[config.mk]
export PLATFORM = sky130hd
export DESIGN_NAME = config_chain_loader
export DESIGN_NICKNAME = d
export VERILOG_FILES = /design/src/rtl/config_chain_pkg.sv /design/src/rtl/crc8_serial.sv /design/src/rtl/config_chain_loader.sv
export SDC_FILE = /design/constraint.sdc
export NUM_CORES = 1
export LEC_CHECK = 0
export CAP_MARGIN = 20
export CORE_ASPECT_RATIO = 1.1
export CORE_UTILIZATION = 47
export DETAILED_ROUTE_END_ITERATION = 16
export PLACE_DENSITY = 0.74
export SYNTH_ARGS = -nofsm -noshare
export SYNTH_HDL_FRONTEND = slang
export SYNTH_SLANG_ARGS = --single-unit
[constraint.sdc]
create_clock -name clk -period 1.71 [get_ports clk]
set_input_delay 0.171 -clock clk [delete_from_list [all_inputs] [get_ports clk]]
set_output_delay 0.171 -clock clk [all_outputs]
set_load 0.02 [all_outputs]
[src/rtl/config_chain_pkg.sv]
// config_chain_pkg: shared FSM state type and CRC-8 serial step for the chain loader.
package config_chain_pkg;

   typedef enum logic [1:0] {IDLE, FETCH, SHIFT, FIN} state_e;

   localparam logic [7:0] CRC8_POLY = 8'h07;

   // MSB-first Galois step: feedback is the outgoing MSB xor the new bit
   function automatic logic [7:0] crc8_step(input logic [7:0] crc, input logic din);
      return {crc[6:0], 1'b0} ^ ((crc[7] ^ din) ? CRC8_POLY : 8'h00);
   endfunction

endpackage

[src/rtl/crc8_serial.sv]
// crc8_serial: bit-serial CRC-8 accumulator with synchronous clear and update enable.
module crc8_serial
   import config_chain_pkg::*;
(
   input  logic       clk,
   input  logic       reset_n,
   input  logic       clr,
   input  logic       en,
   input  logic       din,
   output logic [7:0] crc
);

   logic [7:0] crc_q;

   always_ff @(posedge clk or negedge reset_n)
      if (!reset_n) crc_q <= '0;
      else if (clr) crc_q <= '0;
      else if (en) crc_q <= crc8_step(crc_q, din);

   assign crc = crc_q;

endmodule

[src/rtl/config_chain_loader.sv]
// config_chain_loader: streams configuration words LSB-first into a scan chain
// and accumulates a CRC-8 of the previous chain contents read back from the tail.
module config_chain_loader
   import config_chain_pkg::*;
#(
   parameter int DATA_W    = 8,
   parameter int CHAIN_LEN = 64
)(
   input  logic              clk,
   input  logic              reset_n,
   input  logic              start,
   input  logic              abort,
   input  logic [DATA_W-1:0] cfg_data,
   input  logic              cfg_valid,
   output logic              cfg_ready,
   output logic              sc_head,
   output logic              sc_en,
   input  logic              sc_tail,
   output logic              busy,
   output logic              done,
   output logic [7:0]        rb_crc
);

   localparam int CNT_W = $clog2(CHAIN_LEN + 1);
   localparam int WB_W  = $clog2(DATA_W + 1);

   state_e            state_q, state_d;
   logic [DATA_W-1:0] shreg_q, shreg_d;
   logic [CNT_W-1:0]  bit_cnt_q, bit_cnt_d;
   logic [WB_W-1:0]   wbit_q, wbit_d;
   logic [CNT_W-1:0]  left;

   // bits still owed to the chain; a short final word only shifts this many
   assign left = CNT_W'(CHAIN_LEN) - bit_cnt_q;

   always_ff @(posedge clk or negedge reset_n)
      if (!reset_n) begin
         state_q   <= IDLE;
         shreg_q   <= '0;
         bit_cnt_q <= '0;
         wbit_q    <= '0;
      end else begin
         state_q   <= state_d;
         shreg_q   <= shreg_d;
         bit_cnt_q <= bit_cnt_d;
         wbit_q    <= wbit_d;
      end

   always_comb begin
      state_d   = state_q;
      shreg_d   = shreg_q;
      bit_cnt_d = bit_cnt_q;
      wbit_d    = wbit_q;
      cfg_ready = state_q == FETCH;
      sc_en     = state_q == SHIFT && !abort;
      sc_head   = state_q == SHIFT && shreg_q[0];
      busy      = state_q != IDLE;
      done      = state_q == FIN && !abort;
      if (abort && state_q != IDLE)
         state_d = IDLE;
      else
         unique case (state_q)
            IDLE:
               if (start) begin
                  state_d   = FETCH;
                  bit_cnt_d = '0;
               end
            FETCH:
               if (cfg_valid) begin
                  state_d = SHIFT;
                  shreg_d = cfg_data;
                  wbit_d  = (32'(left) < DATA_W) ? WB_W'(left) : WB_W'(DATA_W);
               end
            SHIFT: begin
               shreg_d   = shreg_q >> 1;
               bit_cnt_d = bit_cnt_q + 1'b1;
               wbit_d    = wbit_q - 1'b1;
               if (wbit_q == WB_W'(1))
                  state_d = (32'(bit_cnt_q) == CHAIN_LEN - 1) ? FIN : FETCH;
            end
            FIN: state_d = IDLE;
            default: state_d = IDLE;
         endcase
   end

   crc8_serial u_crc (
      .clk     (clk),
      .reset_n (reset_n),
      .clr     (start && state_q == IDLE),
      .en      (sc_en),
      .din     (sc_tail),
      .crc     (rb_crc)
   );

endmodule
==> reports/results.ini, run 1 <==
[cells_and_area]
syn2layout_area_growth_pct = 36.8
insertedDiodeCount = 0
fin_nets = 242
post-route-util_pct = 66.9
drive_gt1_share_pct = 22.3

[setup_path]
critPathMaxFanout = 4
critPathMaxStageDelay_ns = 0.41
path_cells = buf_6 -> nor3_4 -> mux2_4 -> nor4_4 -> a221o_1
crit_arrival_ns = 1.94
critical_path_required_ns = 1.98
critPathKind = reg -> reg
slowest_stage = dfrtp_1
endpoint_kind = flop
start_kind = flop

[logic_synthesis]
synth-simple-area-share_pct = 21.1
synth_top_family_by_area = simple AND/OR/NAND/NOR gates
synth_compound_area_share_pct = 12.5
synth_seq_area_share_pct = 44.6
yosys.cell_types.count = 34
synth-seq-cells = 29
async_flop_share_pct = 100
synth_area_um2 = 1630
avgSynthCellArea_um2 = 9.52
synth_edf_count = 0
synth_top_area_cell = dfrtp_1
synth_adder_area_share_pct = 6.92
synth.top_cell.area_share_pct = 44.6
ys_warn_count = 0
synth_flop_cell = dfrtp_1
synth_xor_area_share_pct = 4.84
synthTopCellsByArea = dfrtp_1, ha_1, nand2_1
postSynthCellCount = 171
syn_nets = 194
muxShareOfSynthArea_pct = 5.61

[cts]
htreeDepth = 2
clk_pin_slew_worst_paths_ns = 0.10
cts_tree = built
worstSkewPairLatency_ns = 0.33
cts_made_buffers = 5
cts-root-buf = clkbuf_4
clkSinkCount = 29
clk_path_buf_depth = 2

[power_and_ir_drop]
switchingPower_w = 0.00130
irDropWorstVdd_mv = 0.940
intPower_w = 0.00220
clockPowerShare_pct = 19.8
p_leak_nw = 0.962
combPwrFrac_pct = 51.0
cellPowerDensity_nw_per_um2 = 1570
switching_share_pct = 37.2
p_seq_share_pct = 29.2

[timing]
setup-violations-final = 0
hold_viol = 0
tightest_slew_ns = 0.373
rsz0062_at_grt = yes
maxSlewViolCount = 0
layout_min_cycle_time_ns = 1.67
min_period_over_period_pct = 97.7
holdWs_ns = 0.225
slew_headroom_pct = 75.2
skew_ns = 0.00850
fmax_mhz = 599

[floorplan]
ios = 27
rows = 22
die_w_um = 58.1
dieArea_um2 = 3700
die_h_um = 63.7
core_um2 = 3330
start_util_pct = 48.9

[global_route]
grt_pass1_wl_mm = 6.24
grt_max_degree = 30
overflow = 0
antenna_found_initial = 0
grt_pass1_vias = 1441
grt_usage_pct = 22.4

[routing]
ant_nets = 0
drc = 0
drtPass1Iterations = 4
wl_per_cell_um = 13.4
viasPerCell = 5.14
vias = 1378
routed_wl_mm = 3.59
drt_first_iter_violations = 46

[min_path]
hold_path.class = in -> async

[outcome]
status = completed

[placed_design]
hpwl_mm = 2.60
place.port_buffers = 26
gp_congestion = 0.811

[run]
cap_viol_max_count = 0

[timing repair]
| item | in CTS | in global routing |
|---|---|---|
| setup buffers | 3 | 3 |
| hold endpoints to repair | 0 | 0 |
| resized for setup | 11 | 19 |
| hold buffers | 0 | 0 |
| setup endpoints to repair | 14 | 21 |
| pin swaps | 4 | 9 |
[layout by cell type, fill, tap and decap left out, drive strengths merged, types with 2 or more instances in the layout]
cell type,Yosys,routed
dfrtp,29,29
nand2,27,27
buf,6,22
clkdlybuf4s50,0,21
a21oi,11,11
nor2,10,10
o21ai,10,10
ha,9,9
mux2i,8,8
inv,8,8
clkbuf,1,8
nor3,7,7
nand2b,6,6
xnor2,6,6
nand3,6,6
nor2b,3,3
a221o,3,3
xor2,3,3
a211oi,3,3
and2,2,2
nor3b,2,2
bufinv,0,2
clkinv,1,2
[worst max-delay path, delay by kind of cell, from the launching register on]
kind,cells,cell delay [ns]
DFF,1,0.41
AOI/OAI and AO/OA,1,0.22
muxes,1,0.33
and+or+nand+nor,2,0.53
buffers and inverters,1,0.13
[cells in the mapped netlist, types with 3 or more instances]
cell type  number
nand2_1        27
nand2b_1        6
nor2_1         10
ha_1            9
o21ai_0        10
mux2i_1         8
nand3_1         6
buf_2           4
xnor2_1         6
nor3_1          7
inv_1           8
dfrtp_1        29
a221o_1         3
nor2b_1         3
a21oi_1        11
xor2_1          3
[power by group through the flow]
stage               clock, W  combinational [W]  sequential, W
finish              0.000694            0.00178        0.00102
global placement           0            0.00151        0.00102
CTS                 0.000717            0.00162        0.00101
detailed placement         0            0.00157        0.00103
floorplan                  0           0.000928        0.00106
global route        0.000741            0.00199        0.00105
[logic make-up after synthesis]
logic type,count (synthesis)
AO/OA/AOI/OAI,31
XOR/XNOR,9
adder cells (fa/ha/maj),9
AND/OR/NAND/NOR,68
multiplexers,9
buffers and inverters,16
flip-flops,29
[metal layers]
metal  global-route usage (%)  vias up  share of wire (%)
met5                        0        -                  0
met4                     9.82        0                2.5
met3                     6.37       11                2.8
met2                     39.9       23                 55
met1                     23.9      664                 40
li1                         -      680                  -
[state kept, by name, indices dropped and copies added, names as in the netlist]
name and flops:
shreg_q 8, u_crc.crc 8, bit_cnt_q 7, wbit_q 4
state_q 2
[worst paths after layout]
path                            depth (start not counted)    startpoint           end  slack [ns]
max in group asynchronous                               2       reset_n  bit_cnt_q[4]        1.21
worst min-delay path                                    2       reset_n  bit_cnt_q[5]        0.22
worst min register to register                          2    shreg_q[4]    shreg_q[4]        0.50
min in group clk                                        3   cfg_data[7]    shreg_q[7]        0.41
worst max register to register                          5  bit_cnt_q[0]     wbit_q[2]        0.04
worst max-delay path                                    5  bit_cnt_q[0]     wbit_q[2]        0.04
[area by class of cell]
type                       instances  area [um^2]
fill                             272         1100
multi-input combinational        126          888
sequential                        29          726
timing repair buffer              48          417
clock inverter                     3         65.1
tap                               48         60.1
clock buffer                       5         37.5
inverter                           9         33.8
[stage by stage]
stage                     setup slack, ns  std cells  setup TNS [ns]  power (W)  instance area (um^2)
after floorplan                   0.00170        171               0    0.00199                  1630
after detailed placement           -0.111        254          -0.344    0.00260                  2030
final                              0.0401        268               0    0.00350                  2230
after global routing              -0.0515        268          -0.127    0.00378                  2230
after global placement            0.00118        254               0    0.00253                  2030
after CTS                         0.00427        265               0    0.00335                  2170
Power figures use the tool's default switching activity.
==> inputs of run 2 (changes only) <==
--- a/config.mk
+++ b/config.mk
@@ -5,10 +5,12 @@
 export SDC_FILE = /design/constraint.sdc
 export NUM_CORES = 1
 export LEC_CHECK = 0
+export ABC_AREA = 1
 export CAP_MARGIN = 20
 export CORE_ASPECT_RATIO = 1.1
-export CORE_UTILIZATION = 47
+export CORE_UTILIZATION = 48
 export DETAILED_ROUTE_END_ITERATION = 16
+export GPL_TIMING_DRIVEN = 0
 export PLACE_DENSITY = 0.74
 export SYNTH_ARGS = -nofsm -noshare
 export SYNTH_HDL_FRONTEND = slang
==> reports/results.ini, run 2 <==
[timing]
tns_ns = 0
slew_headroom_pct = 49.0
fmax_mhz = 601
tightest_slew_ns = 0.763
maxSlewViolCount = 0
layout_min_cycle_time_ns = 1.66
hold_viol = 0
skew_ns = 0.00409
min_period_over_period_pct = 97.3
setup-violations-final = 0
holdWs_ns = 0.276

[cts]
htreeDepth = 2
clk_pin_slew_worst_paths_ns = 0.09
hold_buffers = 0
cts_made_buffers = 5
cts_tree = built
worstSkewPairLatency_ns = 0.34
clk_path_buf_depth = 2
cts-root-buf = clkbuf_4
clkSinkCount = 29

[placed_design]
dp_cells = 300
gp_congestion = 0.865
place.port_buffers = 26
hpwl_mm = 2.69

[global_route]
grt_max_degree = 17
grt_pass1_vias = 1448
grt_usage_pct = 22.2
grt_pass1_wl_mm = 6.39
overflow = 0
antenna_found_initial = 0

[logic_synthesis]
synthTopCellsByArea = dfrtp_1, nand2_1, inv_1
synth_most_common_cell = nand2_1
synth_top_family_by_area = simple AND/OR/NAND/NOR gates
synth_compound_area_share_pct = 12.7
synth-simple-area-share_pct = 28.1
postSynthCellCount = 225
avgSynthCellArea_um2 = 7.69
async_flop_share_pct = 100
synth_flop_cell = dfrtp_1
synthTopCellsByCount = nand2_1, inv_1, nor2_1, dfrtp_1, a21oi_1
synth_seq_area_share_pct = 41.9
synth_edf_count = 0
ys_warn_count = 0
synth_adder_area_share_pct = 6.51
muxShareOfSynthArea_pct = 0
syn_nets = 248
yosys.cell_types.count = 26
synth_area_um2 = 1730
synth_top_area_cell = dfrtp_1
synth.top_cell.area_share_pct = 41.9
synth-seq-cells = 29
synth_xor_area_share_pct = 1.01

[power_and_ir_drop]
intPower_w = 0.00209
p_seq_share_pct = 29.0
p_leak_nw = 1.17
irDropWorstVdd_mv = 0.688
switching_share_pct = 45.7
cellPowerDensity_nw_per_um2 = 1680
finalPower_w = 0.00385
combPwrFrac_pct = 59.7
clockPowerShare_pct = 11.3
switchingPower_w = 0.00176

[floorplan]
start_util_pct = 51.1
rows = 22
dieArea_um2 = 3850
ios = 27
core_um2 = 3390
die_h_um = 65.0
die_w_um = 59.2

[run]
cap_viol_max_count = 0

[setup_path]
critical_path_required_ns = 1.93
r2r_cells = 8
critPathKind = reg -> reg
r2r_setup_slack_ns = 0.05
crit_arrival_ns = 1.89
start_kind = flop
critPathMaxFanout = 10
endpoint_kind = flop

[routing]
ant_nets = 0
drc = 0
wl_per_cell_um = 12.0
vias = 1601
drtPass1Iterations = 4
drt_first_iter_violations = 59
viasPerCell = 5.00
routed_wl_mm = 3.84

[cells_and_area]
drive_gt1_share_pct = 19.1
layout_common_cells = nand2_1, inv_1, nor2_1
fin_nets = 295
insertedDiodeCount = 0
instances_no_fill = 320
mostFrequentLayoutCell = nand2_1
syn2layout_area_growth_pct = 32.8
post-route-util_pct = 67.8
fill_cells = 306

[outcome]
status = completed

[min_path]
hold_path.class = in -> async

-- run 2: cell types whose count changed in the layout (fill, tap and decap cells not counted), moves of 5 or more --
cell      delta
buf_4        -5
inv_1       +27
mux2i_1      -8
nand2_1     +20
nand2b_1     -6
nand4_1      +5
nor2_1      +19
nor3_1       -5
o22ai_1      +5
o31ai_1      +6
xnor2_1      -6
-- run 2: logic make-up (layout without fill, tap and decap cells) --
logic type | Yosys count | in the layout
AO/OA/AOI/OAI | 38 | 38
XOR/XNOR | 2 | 2
adder cells (fa/ha/maj) | 9 | 9
buffers and inverters | 43 | 90
flip-flops | 29 | 29
AND/OR/NAND/NOR | 104 | 104
-- run 2: area by class of cell --
cell class,count,area [um^2],area share (%)
multi-input combinational,153,888,38.7
sequential,29,727,31.6
timing repair buffer,40,373,16.2
inverter,38,143,6.21
tap,48,60.1,2.61
clock buffer,7,55.1,2.40
buffer,5,51.3,2.23
-- run 2: metrics by stage --
| stage | area, um^2 | setup WS (ns) |
|---|---|---|
| after floorplan | 1730 | 0.180 |
| after global placement | 2050 | -0.276 |
| after detailed placement | 2080 | -0.303 |
| after CTS | 2160 | -0.0250 |
| after global routing | 2300 | -0.0184 |
| final | 2300 | 0.0465 |
-- run 2: worst max-delay path: stages, from the launching register on --
cell and delay [ns]:
dfrtp_1 0.43, buf_4 0.15, buf_4 0.12, ha_1 0.19, nand2_1 0.11, nand3_2 0.16
buf_2 0.23, nand2_1 0.09, o31ai_1 0.07
-- run 2: path summary, 6_finish.rpt --
check / startpoint / end
min: reset_n / bit_cnt_q[4]
max: state_q[0] / shreg_q[4]
max in group asynchronous: reset_n / state_q[1]
max reg2reg: state_q[0] / shreg_q[4]
min reg2reg: shreg_q[6] / shreg_q[6]
min in group clk: cfg_data[7] / shreg_q[7]
-- run 2: what timing repair did --
| item | 4_1_cts | 5_1_grt |
|---|---|---|
| setup endpoints to repair | 6 | 23 |
| pin swaps | 0 | 3 |
| setup buffers | 2 | 11 |
| resized for setup | 20 | 19 |
| hold endpoints to repair | 0 | 0 |
-- run 2: power by group through the flow --
stage / logic, W / registers, W / clock network, W
3_5_place_dp: 0.00195 / 0.00112 / 0
2_1_floorplan: 0.00138 / 0.00113 / 0
3_3_place_gp: 0.00189 / 0.00110 / 0
5_1_grt: 0.00262 / 0.00115 / 0.000475
6_report: 0.00230 / 0.00112 / 0.000434
4_1_cts: 0.00200 / 0.00110 / 0.000445
-- run 2: routing by layer --
metal | vias up | wire, um | GRT usage [%]
li1 | 813 | - | -
met1 | 750 | 1650 | 28.1
met2 | 27 | 1960 | 35.7
met3 | 11 | 124 | 4.19
met4 | 0 | 96 | 11.0
met5 | - | 0 | 0
